File: config.mk
export PLATFORM = sky130hd
export DESIGN_NAME = float_to_ieee_packer_flat
export DESIGN_NICKNAME = d
export VERILOG_FILES = /design/src/rtl/float_to_ieee_packer_if.sv /design/src/rtl/float_to_ieee_packer.sv /design/src/flat_wrapper.sv
export SDC_FILE = /design/constraint.sdc
export NUM_CORES = 1
export LEC_CHECK = 0
export BUFFER_PORTS_ARGS = -buffer_cell sky130_fd_sc_hd__buf_2
export CAP_MARGIN = 20
export CORE_MARGIN = 8
export CORE_UTILIZATION = 51
export CTS_CLUSTER_DIAMETER = 120
export CTS_CLUSTER_SIZE = 30
export DETAILED_ROUTE_END_ITERATION = 12
export HOLD_SLACK_MARGIN = 0.06
export PLACE_DENSITY = 0.78
export SYNTH_ARGS = -nofsm -noshare
export SYNTH_HDL_FRONTEND = slang
export SYNTH_SLANG_ARGS = --single-unit
export TNS_END_PERCENT = 20
File: constraint.sdc
create_clock -name clk_i -period 2.69 [get_ports clk_i]
set_clock_uncertainty 0.1 [all_clocks]
set_input_delay 0.1345 -clock clk_i [delete_from_list [all_inputs] [get_ports clk_i]]
set_output_delay 0.1345 -clock clk_i [all_outputs]
set_load 0.01 [all_outputs]
File: src/rtl/float_to_ieee_packer_if.sv
// Handshake bundle between the coprocessor result path and the IEEE packer.
// in_* carries the internal float in, out_* carries the packed single out.
interface float_to_ieee_packer_if #(
   parameter int Nm = 23,
   parameter int Ne = 8
) ();
   logic              in_valid;
   logic              in_ready;
   logic [Ne+Nm+2:0]  in_float;
   logic              out_valid;
   logic              out_ready;
   logic [31:0]       out_ieee;
   logic              out_ovf;
   logic              out_unf;

   modport master (
      output in_valid, in_float, out_ready,
      input  in_ready, out_valid, out_ieee, out_ovf, out_unf
   );

   modport slave (
      input  in_valid, in_float, out_ready,
      output in_ready, out_valid, out_ieee, out_ovf, out_unf
   );
endinterface

File: src/rtl/float_to_ieee_packer.sv
// Serial normalize, round-nearest-even and bias of the internal float
// into an IEEE-754 single; one operation in flight at a time.
module float_to_ieee_packer #(
   parameter int Nm = 23,
   parameter int Ne = 8
) (
   input logic                clk_i,
   input logic                rst_i,
   float_to_ieee_packer_if.slave bus
);
   localparam int EW = Ne + 3 + $clog2(Nm + 2);
   localparam logic signed [EW-1:0] ONE  = EW'(1);
   localparam logic signed [EW-1:0] BIAS = EW'(127);
   localparam logic signed [EW-1:0] EMAX = EW'(255);
   localparam logic signed [EW-1:0] EMIN = EW'(0);

   typedef enum logic [1:0] {IDLE, NORM, ROUND, OUT} state_e;

   state_e                 state_q, state_d;
   logic                   s_q, s_d;
   logic signed [EW-1:0]   exp_q, exp_d;
   logic [Nm:0]            mant_q, mant_d;
   logic [22:0]            frac_q, frac_d;
   logic                   zero_q, zero_d;
   logic                   vld_q, vld_d;
   logic [31:0]            ieee_q, ieee_d;
   logic                   ovf_q, ovf_d;
   logic                   unf_q, unf_d;

   logic signed [Ne:0]     in_exp;
   logic signed [EW-1:0]   eb;
   logic [22:0]            rnd_frac;
   logic                   rnd_carry;

   assign in_exp = bus.in_float[Nm+Ne+1:Nm+1];
   assign eb     = exp_q + BIAS;

   // The hidden bit is always 1 here, so carry-out only on an all-ones fraction.
   if (Nm > 23) begin : g_rnd
      logic [22:0] kept;
      logic        guard;
      logic        sticky;
      logic        up;
      assign kept  = mant_q[Nm-1 -: 23];
      assign guard = mant_q[Nm-24];
      if (Nm > 24) begin : g_st
         assign sticky = |mant_q[Nm-25:0];
      end else begin : g_nst
         assign sticky = 1'b0;
      end
      assign up        = guard & (sticky | kept[0]);
      assign rnd_frac  = kept + 23'(up);
      assign rnd_carry = up & (&kept);
   end else begin : g_pad
      assign rnd_frac  = 23'(mant_q[Nm-1:0]) << (23 - Nm);
      assign rnd_carry = 1'b0;
   end

   always_ff @(posedge clk_i) begin
      if (rst_i) state_q <= IDLE;
      else       state_q <= state_d;
   end

   always_comb begin
      state_d = state_q;
      unique case (state_q)
         IDLE:  if (bus.in_valid) state_d = NORM;
         NORM: begin
            if (mant_q == '0)     state_d = OUT;
            else if (mant_q[Nm])  state_d = ROUND;
         end
         ROUND: state_d = OUT;
         OUT:   if (vld_q && bus.out_ready) state_d = IDLE;
         default: state_d = IDLE;
      endcase
   end

   always_comb begin
      s_d    = s_q;
      exp_d  = exp_q;
      mant_d = mant_q;
      frac_d = frac_q;
      zero_d = zero_q;
      vld_d  = vld_q;
      ieee_d = ieee_q;
      ovf_d  = ovf_q;
      unf_d  = unf_q;
      unique case (state_q)
         IDLE: begin
            if (bus.in_valid) begin
               s_d    = bus.in_float[Nm+Ne+2];
               exp_d  = EW'(in_exp);
               mant_d = bus.in_float[Nm:0];
               zero_d = 1'b0;
            end
         end
         NORM: begin
            if (mant_q == '0) begin
               zero_d = 1'b1;
            end else if (!mant_q[Nm]) begin
               mant_d = mant_q << 1;
               exp_d  = exp_q - ONE;
            end
         end
         ROUND: begin
            frac_d = rnd_frac;
            if (rnd_carry) exp_d = exp_q + ONE;
         end
         OUT: begin
            if (!vld_q) begin
               vld_d = 1'b1;
               ovf_d = 1'b0;
               unf_d = 1'b0;
               if (zero_q) begin
                  ieee_d = {s_q, 31'b0};
               end else if (eb >= EMAX) begin
                  ieee_d = {s_q, 8'hFF, 23'b0};
                  ovf_d  = 1'b1;
               end else if (eb <= EMIN) begin
                  ieee_d = {s_q, 31'b0};
                  unf_d  = 1'b1;
               end else begin
                  ieee_d = {s_q, eb[7:0], frac_q};
               end
            end else if (bus.out_ready) begin
               vld_d = 1'b0;
            end
         end
         default: ;
      endcase
   end

   always_ff @(posedge clk_i) begin
      if (rst_i) begin
         s_q    <= 1'b0;
         exp_q  <= '0;
         mant_q <= '0;
         frac_q <= '0;
         zero_q <= 1'b0;
         vld_q  <= 1'b0;
         ieee_q <= '0;
         ovf_q  <= 1'b0;
         unf_q  <= 1'b0;
      end else begin
         s_q    <= s_d;
         exp_q  <= exp_d;
         mant_q <= mant_d;
         frac_q <= frac_d;
         zero_q <= zero_d;
         vld_q  <= vld_d;
         ieee_q <= ieee_d;
         ovf_q  <= ovf_d;
         unf_q  <= unf_d;
      end
   end

   always_comb begin
      bus.in_ready  = (state_q == IDLE);
      bus.out_valid = vld_q;
      bus.out_ieee  = ieee_q;
      bus.out_ovf   = ovf_q;
      bus.out_unf   = unf_q;
   end
endmodule

File: src/flat_wrapper.sv
// flat-port wrapper written by rule: the top's interface ports become plain ports
module float_to_ieee_packer_flat 
#(
   parameter int Nm = 23,
   parameter int Ne = 8
)
  (clk_i, rst_i, bus_in_valid, bus_in_float, bus_out_ready, bus_in_ready, bus_out_valid, bus_out_ieee, bus_out_ovf, bus_out_unf);
  float_to_ieee_packer_if #(.Nm(Nm), .Ne(Ne)) bus_i ();
  input logic clk_i;
  input logic rst_i;
  input wire logic [$bits(bus_i.in_valid)-1:0] bus_in_valid;
  input wire logic [$bits(bus_i.in_float)-1:0] bus_in_float;
  input wire logic [$bits(bus_i.out_ready)-1:0] bus_out_ready;
  output wire logic [$bits(bus_i.in_ready)-1:0] bus_in_ready;
  output wire logic [$bits(bus_i.out_valid)-1:0] bus_out_valid;
  output wire logic [$bits(bus_i.out_ieee)-1:0] bus_out_ieee;
  output wire logic [$bits(bus_i.out_ovf)-1:0] bus_out_ovf;
  output wire logic [$bits(bus_i.out_unf)-1:0] bus_out_unf;
  assign bus_i.in_valid = bus_in_valid;
  assign bus_i.in_float = bus_in_float;
  assign bus_i.out_ready = bus_out_ready;
  assign bus_in_ready = bus_i.in_ready;
  assign bus_out_valid = bus_i.out_valid;
  assign bus_out_ieee = bus_i.out_ieee;
  assign bus_out_ovf = bus_i.out_ovf;
  assign bus_out_unf = bus_i.out_unf;
  float_to_ieee_packer #(.Nm(Nm), .Ne(Ne)) u_core (.clk_i(clk_i), .rst_i(rst_i), .bus(bus_i));
endmodule
# Yosys cells after proc, flatten, opt, wreduce, memory -nomap -nowiden
# Index checks and enable logic that the tools add are counted.
# classes
n_lt_le_gt_ge	2
bitwise_logic	1
n_reduce_logical	10
n_addsub	2
eq_ne	9
muxes	26
# ops
cell	count
31-bit two-way mux	3
24-bit two-way mux	3
16-bit two-way mux	3
24-bit case mux with 2 select lines	1
16-bit case mux with 2 select lines	1
24-bit logical NOT	1
16-bit by 8-bit adder with 16-bit output (second input constant)	1
16-bit by 9-bit >= comparator with 1-bit output (second input constant)	1
16-bit by 1-bit <= comparator with 1-bit output (second input constant)	1
16-bit by 2-bit subtractor with 16-bit output (second input constant)	1
1-bit two-way mux	9
3-bit AND reduction	3
2-bit two-way mux	4
2-bit case mux with 4 select lines	1
2-bit != test (second input constant)	3
2-bit == test (second input constant)	2
2-bit by 1-bit != test with 1-bit output (second input constant)	2
2-bit AND reduction	2
4-bit AND reduction	1
3-bit by 1-bit != test with 1-bit output (second input constant)	1
2-bit by 1-bit == test with 1-bit output (second input constant)	1
2-bit logical NOT	1
1-bit case mux with 2 select lines	1
2-bit nonzero test	1
2 further kinds	2
# totals
regBits	102
out_inout_bits	36
inputBits	38
word_cells	61

# Logic depth before layout (Yosys ltp)
# Gate-level depths: netlist of the first run.
# logic_depth
word_depth	5
mapped_depth	10
depth_no_buf	8

# Worst setup path after synthesis of the first run
# OpenSTA, ideal clock, no wires.
# synth_path
kind	flip-flop to flip-flop
startpoint	reg u_core.exp_q[0]
endpoint	reg u_core.ieee_q[10], in the netlist u_core.bus.out_ieee[10]
arrival_ns	2.706
setup_slack_ns	-0.173
path_stages_with_launch	11
synth_period_minus_slack_ns	2.863
n_path_buf	2
required_time_ns	2.533
setup_time_ns	0.057
cell_sequence	dfxtp_1 -> inv_1 -> ha_1 -> or3b_2 -> buf_6 -> o21ai_0 -> mux2i_1 -> or4_4 -> nor4_4 -> buf_6 -> a22o_2
# synth_via
elab_chain_cells	5
elab_cells_between_ends	6
cone_classes	add/sub (1); order compare (2); mux (3)
# synth_lines
element	line	rtl
start: declaration	float_to_ieee_packer.sv:21	logic signed [EW-1:0] exp_q, exp_d;
start signal: assignment	float_to_ieee_packer.sv:146	exp_q <= exp_d;
16-bit by 8-bit adder with 16-bit output *	float_to_ieee_packer.sv:36	assign eb = exp_q + BIAS;
16-bit by 1-bit <= comparator with 1-bit output	float_to_ieee_packer.sv:119	end else if (eb <= EMIN) begin
31-bit two-way mux	float_to_ieee_packer.sv:119	
31-bit two-way mux *	float_to_ieee_packer.sv:116	end else if (eb >= EMAX) begin
31-bit two-way mux *	float_to_ieee_packer.sv:114	if (zero_q) begin
end signal: assignment	float_to_ieee_packer.sv:151	ieee_q <= ieee_d;
end: declaration	float_to_ieee_packer.sv:26	logic [31:0] ieee_q, ieee_d;
# Every way passes the cells marked *; elsewhere a longest branch is shown, timed or not.
# A chain may end at the register's enable or synchronous reset.

# Final worst setup path of the first run
# layout_path
startpoint	reg u_core.exp_q[1]
endpoint	reg u_core.ieee_q[22], in the netlist u_core.bus.out_ieee[22]
# Same word-level chain as after synthesis.

==> impl_metrics.xml, run 1 <==
<?xml version="1.0" encoding="UTF-8"?>
<metrics>
  <group name="cts">
    <metric name="cts_made_buffers" unit="">9</metric>
    <metric name="cts_root_buffer" unit="">sky130_fd_sc_hd__clkbuf_8</metric>
    <metric name="clock_sinks" unit="">102</metric>
    <metric name="cts_htree_levels" unit="">3</metric>
    <metric name="clk_transition_reported_paths" unit="ns">0.10</metric>
    <metric name="clk-insertion-delay-late" unit="ns">0.38</metric>
    <metric name="clock_tree_from_tritoncts" unit="">built</metric>
    <metric name="max-clock-path-buffers" unit="">2</metric>
  </group>
  <group name="sta">
    <metric name="fin_ws" unit="ns">-0.00721</metric>
    <metric name="minimum_clock_period" unit="ns">2.70</metric>
    <metric name="setup_viol_count_final" unit="">3</metric>
    <metric name="final_hold_vio_count" unit="">0</metric>
    <metric name="tightest_slew" unit="ns">0.664</metric>
    <metric name="finalCritPeriodShare" unit="%">100</metric>
    <metric name="max_clock_freq" unit="MHz">371</metric>
    <metric name="grt_setup_unrepaired" unit="">true</metric>
    <metric name="slew-limit-headroom" unit="%">55.4</metric>
    <metric name="final_max_slew_viol_count" unit="">0</metric>
    <metric name="worst_hold_slack" unit="ns">0.0700</metric>
  </group>
  <group name="power">
    <metric name="leakagePower" unit="nW">2.45</metric>
    <metric name="powerDensity" unit="mW/mm2">1130</metric>
    <metric name="switching_power" unit="mW">3.01</metric>
    <metric name="finalPower" unit="mW">6.76</metric>
    <metric name="logic_pwr_share" unit="%">52.3</metric>
    <metric name="internal-power" unit="mW">3.75</metric>
    <metric name="peak_ir_drop_on_the_vdd_network" unit="mV">0.548</metric>
    <metric name="power_switching_share" unit="%">44.5</metric>
    <metric name="pwr-share-clk" unit="%">14.5</metric>
    <metric name="seqPwrFrac" unit="%">33.2</metric>
  </group>
  <group name="worst_setup_path">
    <metric name="critical_path.reg2reg.endpoint" unit="">u_core.bus.out_ieee[22]$_SDFFE_PP0P_</metric>
    <metric name="slowest_delay" unit="ns">0.60</metric>
    <metric name="cpMostUsedCell" unit="">sky130_fd_sc_hd__or4_4</metric>
    <metric name="crit_chain" unit="">or4_4 -&gt; o211ai_1 -&gt; a2bb2oi_2 -&gt; or4_4 -&gt; nor4_4 -&gt; buf_6 -&gt; clkbuf_16 -&gt; a22o_2</metric>
    <metric name="crit_path_top_delay_cell" unit="">sky130_fd_sc_hd__or4_4</metric>
    <metric name="worstRegToRegCells" unit="">8</metric>
    <metric name="timing.critical_path.required" unit="ns">2.91</metric>
    <metric name="timing.critical_path.from_type" unit="">register</metric>
    <metric name="timing_worst_setup_path_type" unit="">register to register</metric>
    <metric name="critPathArrivalTime" unit="ns">2.92</metric>
    <metric name="end_kind" unit="">register</metric>
    <metric name="critical_path.max_fanout" unit="">11</metric>
    <metric name="r2r_setup_slack" unit="ns">-0.007</metric>
    <metric name="r2r-start" unit="">u_core.exp_q[1]$_SDFFE_PP0P_</metric>
  </group>
  <group name="routing">
    <metric name="remaining_drc_errors" unit="">0</metric>
    <metric name="route.vias.total" unit="">4437</metric>
    <metric name="vias_per_cell" unit="">5.92</metric>
    <metric name="routedWlPerCell" unit="um">17.3</metric>
    <metric name="drt_iter0_drc" unit="">433</metric>
    <metric name="finalWirelength" unit="mm">13.0</metric>
    <metric name="final_antenna_net_count" unit="">0</metric>
    <metric name="drt_first_pass_iters" unit="">5</metric>
  </group>
  <group name="floorplanning">
    <metric name="design.die.area" unit="mm2">0.0128</metric>
    <metric name="rows" unit="">35</metric>
    <metric name="initial_utilization" unit="%">52.5</metric>
    <metric name="die_h" unit="um">113</metric>
    <metric name="core_area" unit="mm2">0.00920</metric>
    <metric name="die_w" unit="um">113</metric>
    <metric name="design.portCount" unit="">74</metric>
  </group>
  <group name="logic_synthesis">
    <metric name="synthesis.area" unit="mm2">0.00483</metric>
    <metric name="ys_seq_elements" unit="">102</metric>
    <metric name="synth_nets" unit="">577</metric>
    <metric name="synth_enable_flop_cells" unit="">0</metric>
    <metric name="async_flop_share" unit="%">0</metric>
    <metric name="syn_avg_cell_area" unit="um2">9.05</metric>
    <metric name="synth_seq_area_share" unit="%">42.3</metric>
    <metric name="post_synthesis_instance_total" unit="">533</metric>
    <metric name="synth_top_flop_cell" unit="">sky130_fd_sc_hd__dfxtp_1</metric>
    <metric name="post_synth_num_cell_types" unit="">52</metric>
    <metric name="yosys_warnings" unit="">0</metric>
  </group>
  <group name="min_path">
    <metric name="hold_path_startpoint" unit="">bus_in_float[31]</metric>
    <metric name="timing.hold.worst_endpoint" unit="">u_core.exp_q[7]$_SDFFE_PP0P_</metric>
    <metric name="hold_path_depth" unit="">4</metric>
    <metric name="min_path_type" unit="">primary input to register</metric>
  </group>
  <group name="job">
    <metric name="maxCapViolations" unit="">0</metric>
  </group>
  <group name="grt">
    <metric name="overflow" unit="">0</metric>
    <metric name="maximum_number_of_pins_on_one_net_before_global_route_repair" unit="">58</metric>
    <metric name="grt_pass1_wl" unit="mm">20.8</metric>
    <metric name="gr-usage-all-layers" unit="%">19.4</metric>
    <metric name="first_global_vias" unit="">4250</metric>
    <metric name="antenna_found_initial" unit="">0</metric>
  </group>
  <group name="placement">
    <metric name="postPlaceCellArea" unit="mm2">0.00530</metric>
    <metric name="placement.io_buffers" unit="">73</metric>
    <metric name="gp_congestion" unit="">0.911</metric>
    <metric name="hpwl_after_detailed_placement" unit="mm">7.96</metric>
    <metric name="preCtsSetupSlack" unit="ns">-0.218</metric>
    <metric name="placedCellCount" unit="">693</metric>
  </group>
  <group name="finish">
    <metric name="nFillCells" unit="">739</metric>
    <metric name="inserted_diodes" unit="">0</metric>
    <metric name="final_layout_size_suffix_gt1_share" unit="%">24.3</metric>
    <metric name="finalNetCount" unit="">678</metric>
    <metric name="finish.cell_count_without_fillers" unit="">750</metric>
    <metric name="postLayoutCellArea" unit="mm2">0.00600</metric>
    <metric name="area.growth.synth_to_final" unit="%">24.2</metric>
  </group>
  <group name="run_status">
    <metric name="status" unit="">finished with violations</metric>
    <metric name="violations" unit="">negative setup slack</metric>
  </group>
</metrics>
-- layer usage --
layer	global-route usage (%)	up-vias	wire length [um]
met4	8.17	0	319
li1	-	2134	-
met3	4.69	32	925
met2	30.8	190	6080
met1	24.5	2081	5680
met5	0	-	0
-- cell type report --
type                            count  area, um2  area share (%)
Multi-Input combinational cell    380       2620            43.7
Sequential cell                   102       2050            34.1
Timing Repair Buffer              135        967            16.1
Tap cell                          111        139            2.32
Clock buffer                       10        138            2.30
Clock inverter                      6       62.6            1.04
Inverter                            6       25.0           0.417
-- cells by family (layout without fill, tap and decap cells) --
logic type      after synthesis  in the layout  synth area share [%]
fa+ha+maj                     6              6                  1.56
xor+xnor                      9              9                  1.79
buf+inv                      51            157                  4.80
simple gates                204            204                  23.0
flops                       102            102                  42.3
compound gates              128            128                  19.6
mux                          33             33                  6.87
-- synthesized netlist by cell type (8+ instances only) --
library cell | instances | area, um2
sky130_fd_sc_hd__nand3b_1 | 25 | 188
sky130_fd_sc_hd__clkbuf_1 | 33 | 124
sky130_fd_sc_hd__dfxtp_1 | 102 | 2040
sky130_fd_sc_hd__nand3_1 | 8 | 40.0
sky130_fd_sc_hd__mux2i_1 | 32 | 320
sky130_fd_sc_hd__nor3_1 | 8 | 40.0
sky130_fd_sc_hd__a311oi_1 | 22 | 193
sky130_fd_sc_hd__a21oi_1 | 21 | 105
sky130_fd_sc_hd__a22o_2 | 17 | 170
sky130_fd_sc_hd__nor4_1 | 9 | 56.3
sky130_fd_sc_hd__nor2_1 | 67 | 251
sky130_fd_sc_hd__o21ai_0 | 18 | 90.1
sky130_fd_sc_hd__nand2b_1 | 37 | 231
sky130_fd_sc_hd__nand2_1 | 21 | 78.8
sky130_fd_sc_hd__a31oi_1 | 8 | 50.1
-- state kept, by name, summed over array words and instances (netlist names) --
signal and count:
u_core.bus.out_ieee 32, u_core.bus.out_ovf 1, u_core.bus.out_unf 1, u_core.bus.out_valid 1
u_core.exp_q 16, u_core.frac_q 23, u_core.mant_q 24, u_core.s_q 1
u_core.state_q 2, u_core.zero_q 1
-- power by group through the flow --
stage / clock network, mW / logic, mW / registers [mW]
2_1_floorplan: 0 / 2.48 / 2.11
3_3_place_gp: 0 / 3.07 / 2.21
3_5_place_dp: 0 / 3.13 / 2.24
4_1_cts: 0.983 / 3.24 / 2.20
5_1_grt: 1.05 / 3.89 / 2.28
6_report: 0.977 / 3.54 / 2.24
-- worst max-delay path, delay by kind of cell (launching register included) --
kind                   cells  cell delay (ns)
AO/OA/AOI/OAI              3             0.48
AND/OR/NAND/NOR            3             1.37
flip-flops                 1             0.36
buffers and inverters      2             0.33
-- cell usage in the layout (no fill, tap or decap), types with 10 or more instances in the layout --
cell type,netlist,final
sky130_fd_sc_hd__dfxtp_1,102,100
sky130_fd_sc_hd__buf_2,2,73
sky130_fd_sc_hd__nor2_1,67,67
sky130_fd_sc_hd__nand2b_1,37,37
sky130_fd_sc_hd__dlygate4sd3_1,0,34
sky130_fd_sc_hd__mux2i_1,32,31
sky130_fd_sc_hd__nand3b_1,25,25
sky130_fd_sc_hd__buf_4,0,24
sky130_fd_sc_hd__a311oi_1,22,22
sky130_fd_sc_hd__nand2_1,21,21
sky130_fd_sc_hd__a21oi_1,21,21
sky130_fd_sc_hd__a22o_2,17,17
sky130_fd_sc_hd__o21ai_0,18,16
sky130_fd_sc_hd__clkbuf_8,0,10
-- repair_timing --
| item | in CTS | in global routing |
|---|---|---|
| gates resized for setup | 2 | 16 |
| cloned | 0 | 2 |
| endpoints found under the setup margin | 20 | 44 |
| setup buffers | 0 | 5 |
| pin swaps | 0 | 8 |
| hold endpoints to repair | 35 | 0 |
| hold buffers | 34 | 0 |
-- stage by stage --
| step | setup TNS, ns | utilization (%) |
|---|---|---|
| 6_report | -0.00860 | 65.2 |
| 5_1_grt | -2.17 | 65.2 |
| 4_1_cts | 0 | 63.6 |
| 3_5_place_dp | -1.12 | 57.6 |
| 3_3_place_gp | -0.103 | 57.6 |
| 2_1_floorplan | 0 | - |
-- worst max-delay path by stage --
stage                                                       to                    startpoint  slack (ns)
final                     u_core.bus.out_ieee[22]$_SDFFE_PP0P_  u_core.exp_q[1]$_SDFFE_PP0P_      -0.007
after global routing      u_core.bus.out_ieee[22]$_SDFFE_PP0P_  u_core.exp_q[1]$_SDFFE_PP0P_        -0.1
after CTS                 u_core.bus.out_ieee[14]$_SDFFE_PP0P_  u_core.exp_q[0]$_SDFFE_PP0P_        0.01
after detailed placement  u_core.bus.out_ieee[30]$_SDFFE_PP0P_  u_core.exp_q[0]$_SDFFE_PP0P_       -0.22
after global placement    u_core.bus.out_ieee[29]$_SDFFE_PP0P_  u_core.exp_q[0]$_SDFFE_PP0P_       -0.02
after floorplan           u_core.bus.out_ieee[10]$_SDFFE_PP0P_  u_core.exp_q[1]$_SDFFE_PP0P_       0.006
(Power assumes the default switching activity.)
==> run 2: changes to the inputs <==
--- a/config.mk
+++ b/config.mk
@@ -5,15 +5,18 @@
 export SDC_FILE = /design/constraint.sdc
 export NUM_CORES = 1
 export LEC_CHECK = 0
+export ABC_AREA = 1
 export BUFFER_PORTS_ARGS = -buffer_cell sky130_fd_sc_hd__buf_2
 export CAP_MARGIN = 20
+export CELL_PAD_IN_SITES_DETAIL_PLACEMENT = 0
+export CELL_PAD_IN_SITES_GLOBAL_PLACEMENT = 2
 export CORE_MARGIN = 8
-export CORE_UTILIZATION = 51
+export CORE_UTILIZATION = 28
 export CTS_CLUSTER_DIAMETER = 120
 export CTS_CLUSTER_SIZE = 30
 export DETAILED_ROUTE_END_ITERATION = 12
 export HOLD_SLACK_MARGIN = 0.06
-export PLACE_DENSITY = 0.78
+export PLACE_DENSITY = 0.77
 export SYNTH_ARGS = -nofsm -noshare
 export SYNTH_HDL_FRONTEND = slang
 export SYNTH_SLANG_ARGS = --single-unit
==> constraint.sdc (replaced) <==
create_clock -name clk_i -period 2.69 [get_ports clk_i]
set_clock_uncertainty 0.1 [all_clocks]
set_input_delay 0.1345 -clock clk_i [delete_from_list [all_inputs] [get_ports clk_i]]
set_output_delay 0.1345 -clock clk_i [all_outputs]
set_load 0.05 [all_outputs]
==> run 2 against run 1 <==
Against the previous run:
- clock power is 54% higher
- combinational power fell by 7.9%
- register-to-register slack gained 0.19 ns
- non-clock buffer count shrank 44
- the run now ends clean
- worst setup slack improved by 0.19 ns
==> impl_metrics.xml, run 2 <==
<?xml version="1.0" encoding="UTF-8"?>
<metrics>
  <group name="power">
    <metric name="leakagePower" unit="nW">2.58</metric>
    <metric name="internal-power" unit="mW">3.72</metric>
    <metric name="powerDensity" unit="mW/mm2">1150</metric>
    <metric name="peak_ir_drop_on_the_vdd_network" unit="mV">0.628</metric>
    <metric name="seqPwrFrac" unit="%">31.4</metric>
    <metric name="power_switching_share" unit="%">46.3</metric>
    <metric name="pwr-share-clk" unit="%">21.6</metric>
    <metric name="switching_power" unit="mW">3.21</metric>
    <metric name="logic_pwr_share" unit="%">47.0</metric>
  </group>
  <group name="logic_synthesis">
    <metric name="xor_and_xnor_fraction_of_the_mapped_netlist_area" unit="%">0.696</metric>
    <metric name="async_flop_share" unit="%">0</metric>
    <metric name="yosysTopAreaCellShare" unit="%">40.5</metric>
    <metric name="synth_nets" unit="">780</metric>
    <metric name="post_synthesis_instance_total" unit="">736</metric>
    <metric name="syn_avg_cell_area" unit="um2">6.84</metric>
    <metric name="synth_seq_area_share" unit="%">40.5</metric>
    <metric name="synthesis.area" unit="mm2">0.00504</metric>
    <metric name="yosys_warnings" unit="">0</metric>
    <metric name="synth.top_cells.by_count" unit="">sky130_fd_sc_hd__nand2_1 (144), sky130_fd_sc_hd__dfxtp_1 (102), sky130_fd_sc_hd__a21oi_1 (99)</metric>
    <metric name="cell_types_with_the_largest_area_share_after_synthesis" unit="">sky130_fd_sc_hd__dfxtp_1 (41%), sky130_fd_sc_hd__nand2_1 (11%), sky130_fd_sc_hd__a21oi_1 (9.8%), sky130_fd_sc_hd__o21ai_0 (9.6%), sky130_fd_sc_hd__inv_1 (6.6%)</metric>
    <metric name="synth_top_area_cell" unit="">sky130_fd_sc_hd__dfxtp_1</metric>
    <metric name="synth_simple_gate_area_share" unit="%">26.3</metric>
    <metric name="synth_fa_ha_area_share" unit="%">1.49</metric>
    <metric name="share_of_cell_area_taken_by_muxes_after_synthesis" unit="%">0</metric>
    <metric name="synth-compound-area-share" unit="%">20.0</metric>
    <metric name="largest_family_of_logic_cells_by_synthesized_area" unit="">simple AND/OR/NAND/NOR gates</metric>
    <metric name="synth_enable_flop_cells" unit="">0</metric>
    <metric name="post-synth-top-count-cell" unit="">sky130_fd_sc_hd__nand2_1</metric>
    <metric name="post_synth_num_cell_types" unit="">28</metric>
    <metric name="ys_seq_elements" unit="">102</metric>
    <metric name="synth_top_flop_cell" unit="">sky130_fd_sc_hd__dfxtp_1</metric>
  </group>
  <group name="run_status">
    <metric name="status" unit="">finished, final reports clean</metric>
  </group>
  <group name="cts">
    <metric name="clk-insertion-delay-late" unit="ns">0.35</metric>
    <metric name="clk_transition_reported_paths" unit="ns">0.07</metric>
    <metric name="max-clock-path-buffers" unit="">2</metric>
    <metric name="cts_htree_levels" unit="">3</metric>
    <metric name="cts_root_buffer" unit="">sky130_fd_sc_hd__clkbuf_16</metric>
    <metric name="cts_made_buffers" unit="">9</metric>
    <metric name="clock_sinks" unit="">102</metric>
    <metric name="post-cts-setup-buffers" unit="">0</metric>
    <metric name="clock_tree_from_tritoncts" unit="">built</metric>
  </group>
  <group name="min_path">
    <metric name="min_path_type" unit="">primary input to register</metric>
    <metric name="hold_path_depth" unit="">5</metric>
  </group>
  <group name="finish">
    <metric name="final_layout_size_suffix_gt1_share" unit="%">15.3</metric>
    <metric name="postLayoutCellArea" unit="mm2">0.00602</metric>
    <metric name="finish.cell_count_without_fillers" unit="">1029</metric>
    <metric name="inserted_diodes" unit="">0</metric>
    <metric name="finalCoreUtilization" unit="%">33.9</metric>
    <metric name="area.growth.synth_to_final" unit="%">19.6</metric>
    <metric name="finalNetCount" unit="">839</metric>
    <metric name="largest_reg_flops" unit="">32</metric>
    <metric name="mostFrequentLayoutCells" unit="">sky130_fd_sc_hd__nand2_1 (144), sky130_fd_sc_hd__dfxtp_1 (102), sky130_fd_sc_hd__a21oi_1 (99)</metric>
    <metric name="final_common_cell" unit="">sky130_fd_sc_hd__nand2_1</metric>
  </group>
  <group name="sta">
    <metric name="final_hold_vio_count" unit="">0</metric>
    <metric name="setup_total_negative_slack" unit="ns">0</metric>
    <metric name="minimum_clock_period" unit="ns">2.50</metric>
    <metric name="setup_viol_count_final" unit="">0</metric>
    <metric name="slew-limit-headroom" unit="%">56.4</metric>
    <metric name="final_max_slew_viol_count" unit="">0</metric>
    <metric name="tightest_slew" unit="ns">0.651</metric>
    <metric name="finalCritPeriodShare" unit="%">93.1</metric>
    <metric name="grt_setup_unrepaired" unit="">false</metric>
    <metric name="max_clock_freq" unit="MHz">399</metric>
  </group>
  <group name="placement">
    <metric name="gp_congestion" unit="">0.811</metric>
    <metric name="placedCellCount" unit="">1006</metric>
    <metric name="postPlaceCellArea" unit="mm2">0.00560</metric>
    <metric name="hpwl_after_detailed_placement" unit="mm">11.3</metric>
    <metric name="placement.io_buffers" unit="">73</metric>
  </group>
  <group name="routing">
    <metric name="finalWirelength" unit="mm">16.2</metric>
    <metric name="final_antenna_net_count" unit="">0</metric>
    <metric name="drt_iter0_drc" unit="">233</metric>
    <metric name="drt_first_pass_iters" unit="">5</metric>
    <metric name="vias_per_cell" unit="">4.78</metric>
    <metric name="remaining_drc_errors" unit="">0</metric>
    <metric name="route.vias.total" unit="">4921</metric>
    <metric name="routedWlPerCell" unit="um">15.7</metric>
  </group>
  <group name="worst_setup_path">
    <metric name="r2r_setup_slack" unit="ns">0.19</metric>
    <metric name="critPathArrivalTime" unit="ns">2.68</metric>
    <metric name="end_kind" unit="">register</metric>
    <metric name="worstRegToRegCells" unit="">14</metric>
    <metric name="critical_path.max_fanout" unit="">11</metric>
    <metric name="timing_worst_setup_path_type" unit="">register to register</metric>
    <metric name="timing.critical_path.from_type" unit="">register</metric>
    <metric name="timing.critical_path.required" unit="ns">2.87</metric>
  </group>
  <group name="grt">
    <metric name="grt_pass1_wl" unit="mm">25.4</metric>
    <metric name="gr-usage-all-layers" unit="%">14.3</metric>
    <metric name="first_global_vias" unit="">4796</metric>
    <metric name="antenna_found_initial" unit="">0</metric>
    <metric name="overflow" unit="">0</metric>
    <metric name="maximum_number_of_pins_on_one_net_before_global_route_repair" unit="">67</metric>
  </group>
  <group name="job">
    <metric name="maxCapViolations" unit="">0</metric>
  </group>
  <group name="floorplanning">
    <metric name="initial_utilization" unit="%">28.3</metric>
    <metric name="rows" unit="">49</metric>
    <metric name="core_area" unit="mm2">0.0178</metric>
    <metric name="design.portCount" unit="">74</metric>
    <metric name="design.die.area" unit="mm2">0.0225</metric>
    <metric name="die_w" unit="um">150</metric>
    <metric name="die_h" unit="um">150</metric>
  </group>
</metrics>
[run 2: changes by cell type in the layout (fill, tap and decap cells not counted), moves of 25 or more]
cell / before / now
sky130_fd_sc_hd__nand2_1: 21 / 144
sky130_fd_sc_hd__inv_1: 4 / 88
sky130_fd_sc_hd__o21ai_0: 16 / 97
sky130_fd_sc_hd__a21oi_1: 21 / 99
sky130_fd_sc_hd__nand2b_1: 37 / 0
sky130_fd_sc_hd__nand4_1: 0 / 35
sky130_fd_sc_hd__mux2i_1: 31 / 0
sky130_fd_sc_hd__dlygate4sd3_1: 34 / 6
sky130_fd_sc_hd__nand3b_1: 25 / 0
[run 2: area by class of cell]
type | instances | area, um2
Fill cell | 1957 | 11800
Sequential cell | 102 | 2040
Multi-Input combinational cell | 500 | 2470
Clock buffer | 11 | 253
Clock inverter | 5 | 87.6
Inverter | 91 | 342
Timing Repair Buffer | 91 | 544
Tap cell | 229 | 287
[run 2: what timing repair did]
item,4_1_cts,5_1_grt
hold buffers,6,0
setup endpoints to repair,0,23
hold endpoints to repair,5,0
gates resized for setup,0,2
[run 2: worst paths after layout]
path,to,start
max,u_core.bus.out_ieee[21]$_SDFFE_PP0P_,u_core.exp_q[0]$_SDFFE_PP0P_
min,u_core.mant_q[6]$_SDFFE_PP0P_,bus_in_float[6]
max reg2reg,u_core.bus.out_ieee[21]$_SDFFE_PP0P_,u_core.exp_q[0]$_SDFFE_PP0P_
min reg2reg,u_core.bus.out_ieee[19]$_SDFFE_PP0P_,u_core.bus.out_ieee[19]$_SDFFE_PP0P_
[run 2: critical path, cell delays in order (launching register included)]
cell and delay [ns]:
sky130_fd_sc_hd__dfxtp_1 0.34, sky130_fd_sc_hd__inv_1 0.12, sky130_fd_sc_hd__ha_1 0.19, sky130_fd_sc_hd__inv_1 0.06, sky130_fd_sc_hd__nor2_2 0.16, sky130_fd_sc_hd__nand3_2 0.24, sky130_fd_sc_hd__nand4_1 0.14, sky130_fd_sc_hd__nand2_1 0.06
sky130_fd_sc_hd__inv_1 0.05, sky130_fd_sc_hd__nand2_1 0.15, sky130_fd_sc_hd__nor2_8 0.15, sky130_fd_sc_hd__nand2_4 0.11, sky130_fd_sc_hd__nor2_4 0.28, sky130_fd_sc_hd__nand4_1 0.13, sky130_fd_sc_hd__a21oi_1 0.14
[run 2: layer usage]
layer	up-vias	track usage, %	share of wire (%)
met3	9	3.76	4.6
met5	-	0	0
met4	0	3.25	1.1
met2	92	23.5	47
met1	2292	18.3	48
li1	2528	-	-
[run 2: power groups by stage]
stage / sequential, mW / combinational, mW / clock, mW
6_report: 2.18 / 3.26 / 1.50
5_1_grt: 2.22 / 3.66 / 1.61
4_1_cts: 2.17 / 3.21 / 1.54
3_5_place_dp: 2.21 / 3.19 / 0
3_3_place_gp: 2.20 / 3.18 / 0
2_1_floorplan: 2.26 / 2.30 / 0
[run 2: stage by stage]
stage | power, mW | hold slack, ns | setup slack (ns)
floorplan | 4.56 | 0.195 | 0.536
finish | 6.94 | 0.0789 | 0.186
global route | 7.49 | 0.103 | 0.00278
global placement | 5.38 | 0.306 | 0.260
CTS | 6.92 | 0.0613 | 0.139
detailed placement | 5.39 | 0.311 | 0.164
[run 2: kinds of logic (layout without fill, tap and decap cells)]
family,Yosys count,count (layout)
xor gates and xnor gates,4,4
adders and majority gates,6,6
AOI/OAI and AO/OA,200,200
and+or+nand+nor,289,290
buffers and inverters,135,198
DFF,102,102
==> run 3: changes to the inputs <==
--- a/config.mk
+++ b/config.mk
@@ -10,13 +10,14 @@
 export CAP_MARGIN = 20
 export CELL_PAD_IN_SITES_DETAIL_PLACEMENT = 0
 export CELL_PAD_IN_SITES_GLOBAL_PLACEMENT = 2
+export CORE_ASPECT_RATIO = 1.1
 export CORE_MARGIN = 8
-export CORE_UTILIZATION = 28
+export CORE_UTILIZATION = 31
 export CTS_CLUSTER_DIAMETER = 120
 export CTS_CLUSTER_SIZE = 30
 export DETAILED_ROUTE_END_ITERATION = 12
 export HOLD_SLACK_MARGIN = 0.06
-export PLACE_DENSITY = 0.77
+export PLACE_DENSITY = 0.8
 export SYNTH_ARGS = -nofsm -noshare
 export SYNTH_HDL_FRONTEND = slang
 export SYNTH_SLANG_ARGS = --single-unit
==> constraint.sdc (replaced) <==
create_clock -name clk_i -period 2.7 [get_ports clk_i]
set_clock_uncertainty 0.1 [all_clocks]
set_input_delay 0.135 -clock clk_i [delete_from_list [all_inputs] [get_ports clk_i]]
set_output_delay 0.135 -clock clk_i [all_outputs]
set_load 0.05 [all_outputs]
==> run 3 against run 2 <==
Against the previous run:
- non-clock buffer count grew 6
- combinational power fell by 1%
- die area is 8.6% lower
- clock power down 15%
- core utilization grew 3.1 points
- sequential power barely moved
- register-to-register slack better by 0.07 ns
- fmax increased by 2.6%
- critical path depth stayed put
- sequential share of layout area is 0.31 points higher
- count of clock-buffer cells in the layout is the same
- highest routed layer unchanged
==> impl_metrics.xml, run 3 (synthesis results as in run 2) <==
<?xml version="1.0" encoding="UTF-8"?>
<metrics>
  <group name="sta">
    <metric name="fin_ws" unit="ns">0.259</metric>
    <metric name="slew-limit-headroom" unit="%">58.6</metric>
    <metric name="final_max_slew_viol_count" unit="">0</metric>
    <metric name="max_clock_freq" unit="MHz">410</metric>
    <metric name="setup_total_negative_slack" unit="ns">0</metric>
    <metric name="grt_setup_unrepaired" unit="">false</metric>
    <metric name="minimum_clock_period" unit="ns">2.44</metric>
    <metric name="setup_viol_count_final" unit="">0</metric>
    <metric name="final_hold_vio_count" unit="">0</metric>
    <metric name="finalCritPeriodShare" unit="%">90.4</metric>
    <metric name="tightest_slew" unit="ns">0.621</metric>
  </group>
  <group name="cts">
    <metric name="clk_transition_reported_paths" unit="ns">0.07</metric>
    <metric name="clk-insertion-delay-late" unit="ns">0.35</metric>
    <metric name="max-clock-path-buffers" unit="">2</metric>
    <metric name="clock_sinks" unit="">102</metric>
    <metric name="post-cts-setup-buffers" unit="">0</metric>
    <metric name="clock_tree_from_tritoncts" unit="">built</metric>
    <metric name="cts_root_buffer" unit="">sky130_fd_sc_hd__clkbuf_16</metric>
    <metric name="cts_made_buffers" unit="">9</metric>
    <metric name="cts_htree_levels" unit="">3</metric>
  </group>
  <group name="power">
    <metric name="leakagePower" unit="nW">2.58</metric>
    <metric name="peak_ir_drop_on_the_vdd_network" unit="mV">0.422</metric>
    <metric name="powerDensity" unit="mW/mm2">1120</metric>
    <metric name="finalPower" unit="mW">6.66</metric>
  </group>
  <group name="placement">
    <metric name="preCtsSetupSlack" unit="ns">0.292</metric>
    <metric name="placement.io_buffers" unit="">73</metric>
    <metric name="gp_congestion" unit="">0.831</metric>
    <metric name="hpwl_after_detailed_placement" unit="mm">11.2</metric>
  </group>
  <group name="worst_setup_path">
    <metric name="timing.critical_path.from_type" unit="">register</metric>
    <metric name="worstRegToRegCells" unit="">14</metric>
    <metric name="timing.critical_path.required" unit="ns">2.83</metric>
    <metric name="crit_path_top_delay_cell" unit="">sky130_fd_sc_hd__dfxtp_1</metric>
    <metric name="end_kind" unit="">register</metric>
    <metric name="critPathArrivalTime" unit="ns">2.57</metric>
    <metric name="crit_chain" unit="">inv_1 -&gt; ha_1 -&gt; inv_1 -&gt; nor2_2 -&gt; nand3_1 -&gt; nand2_1 -&gt; nand2_1 -&gt; inv_1 -&gt; nand2_1 -&gt; nor3_2 -&gt; nand3_2 -&gt; buf_4 -&gt; nand4_1 -&gt; a21oi_1</metric>
    <metric name="slowest_delay" unit="ns">0.34</metric>
    <metric name="critical_path.max_fanout" unit="">24</metric>
    <metric name="timing_worst_setup_path_type" unit="">register to register</metric>
  </group>
  <group name="grt">
    <metric name="maximum_number_of_pins_on_one_net_before_global_route_repair" unit="">67</metric>
    <metric name="gr-usage-all-layers" unit="%">15.1</metric>
    <metric name="antenna_found_initial" unit="">0</metric>
    <metric name="overflow" unit="">0</metric>
    <metric name="grt_pass1_wl" unit="mm">24.3</metric>
    <metric name="first_global_vias" unit="">4860</metric>
  </group>
  <group name="routing">
    <metric name="finalWirelength" unit="mm">15.3</metric>
    <metric name="route.vias.total" unit="">4945</metric>
    <metric name="drt_iter0_drc" unit="">214</metric>
    <metric name="vias_per_cell" unit="">4.90</metric>
    <metric name="remaining_drc_errors" unit="">0</metric>
    <metric name="final_antenna_net_count" unit="">0</metric>
    <metric name="routedWlPerCell" unit="um">15.2</metric>
    <metric name="drt_first_pass_iters" unit="">4</metric>
  </group>
  <group name="finish">
    <metric name="mostFrequentLayoutCells" unit="">sky130_fd_sc_hd__nand2_1 (144), sky130_fd_sc_hd__dfxtp_1 (102), sky130_fd_sc_hd__a21oi_1 (99)</metric>
    <metric name="final_common_cell" unit="">sky130_fd_sc_hd__nand2_1</metric>
    <metric name="finalNetCount" unit="">844</metric>
    <metric name="inserted_diodes" unit="">0</metric>
    <metric name="largest_reg_flops" unit="">32</metric>
    <metric name="area.growth.synth_to_final" unit="%">18.5</metric>
    <metric name="final_layout_size_suffix_gt1_share" unit="%">15.3</metric>
  </group>
  <group name="job">
    <metric name="maxCapViolations" unit="">0</metric>
  </group>
  <group name="floorplanning">
    <metric name="die_w" unit="um">138</metric>
    <metric name="core_area" unit="mm2">0.0161</metric>
    <metric name="rows" unit="">49</metric>
    <metric name="design.die.area" unit="mm2">0.0206</metric>
    <metric name="die_h" unit="um">150</metric>
    <metric name="initial_utilization" unit="%">31.2</metric>
    <metric name="design.portCount" unit="">74</metric>
  </group>
  <group name="run_status">
    <metric name="status" unit="">finished, final reports clean</metric>
  </group>
  <group name="min_path">
    <metric name="hold_path_depth" unit="">5</metric>
    <metric name="min_path_type" unit="">primary input to register</metric>
  </group>
</metrics>
run 3: cell types whose count changed in the layout (fill, tap and decap cells not counted), moves of 2 or more:
cell	delta
sky130_fd_sc_hd__clkinv_4	+2
sky130_fd_sc_hd__bufinv_16	-2
sky130_fd_sc_hd__buf_4	+5
sky130_fd_sc_hd__nand3_2	-2
sky130_fd_sc_hd__dlygate4sd3_1	+3
run 3: worst max-delay path, delay by kind of cell, from the launching register on:
family	cells	cell delay [ns]
AOI/OAI and AO/OA	1	0.07
adders and majority gates	1	0.19
buffers and inverters	4	0.52
DFF	1	0.34
and+or+nand+nor	8	1.08
run 3: repair_timing:
item | in CTS | in global routing
hold endpoints to repair | 7 | 0
resized for setup | 0 | 2
hold buffers | 9 | 0
setup endpoints to repair | 0 | 21
run 3: cell type report:
class | count | area, um2
fillers | 1762 | 10200
repair buffers | 97 | 581
inverters | 91 | 342
well taps | 204 | 255
clock inverters | 5 | 42.5
multi-input cells | 499 | 2460
flip-flops and latches | 102 | 2040
clock buffers | 11 | 243
run 3: final timing paths:
path / from / to / slack (ns)
setup / recovery: u_core.exp_q[0]$_SDFFE_PP0P_ / u_core.bus.out_ieee[9]$_SDFFE_PP0P_ / 0.26
hold / removal: bus_in_float[11] / u_core.mant_q[11]$_SDFFE_PP0P_ / 0.07
setup reg to reg: u_core.exp_q[0]$_SDFFE_PP0P_ / u_core.bus.out_ieee[9]$_SDFFE_PP0P_ / 0.26
hold reg to reg: u_core.bus.out_ieee[14]$_SDFFE_PP0P_ / u_core.bus.out_ieee[14]$_SDFFE_PP0P_ / 0.36
run 3: layer usage:
| layer | share of wire, % | routed length [um] | track usage, % |
|---|---|---|---|
| met1 | 42 | 6370 | 16.1 |
| met5 | 0 | 0 | 0 |
| met3 | 3.6 | 555 | 2.82 |
| met2 | 53 | 8120 | 28.4 |
| met4 | 1.8 | 271 | 5.66 |
run 3: where the power goes:
group	switching (mW)	internal (mW)	leakage (nW)	total, mW
Sequential	0.254	1.91	0.835	2.17
Combinational	2.28	0.936	1.60	3.22
Clock	0.617	0.664	0.142	1.28
Total	3.15	3.51	2.58	6.66
run 3: stage by stage:
step / instances / util [%] / hold WS (ns) / instance area, um2
floorplan: 736 / - / 0.196 / 5040
global placement: 984 / 34.6 / 0.283 / 5580
detailed placement: 984 / 34.6 / 0.297 / 5580
CTS: 1009 / 36.9 / 0.0667 / 5960
global route: 1009 / 37.0 / 0.117 / 5970
finish: 1009 / 37.0 / 0.0691 / 5970
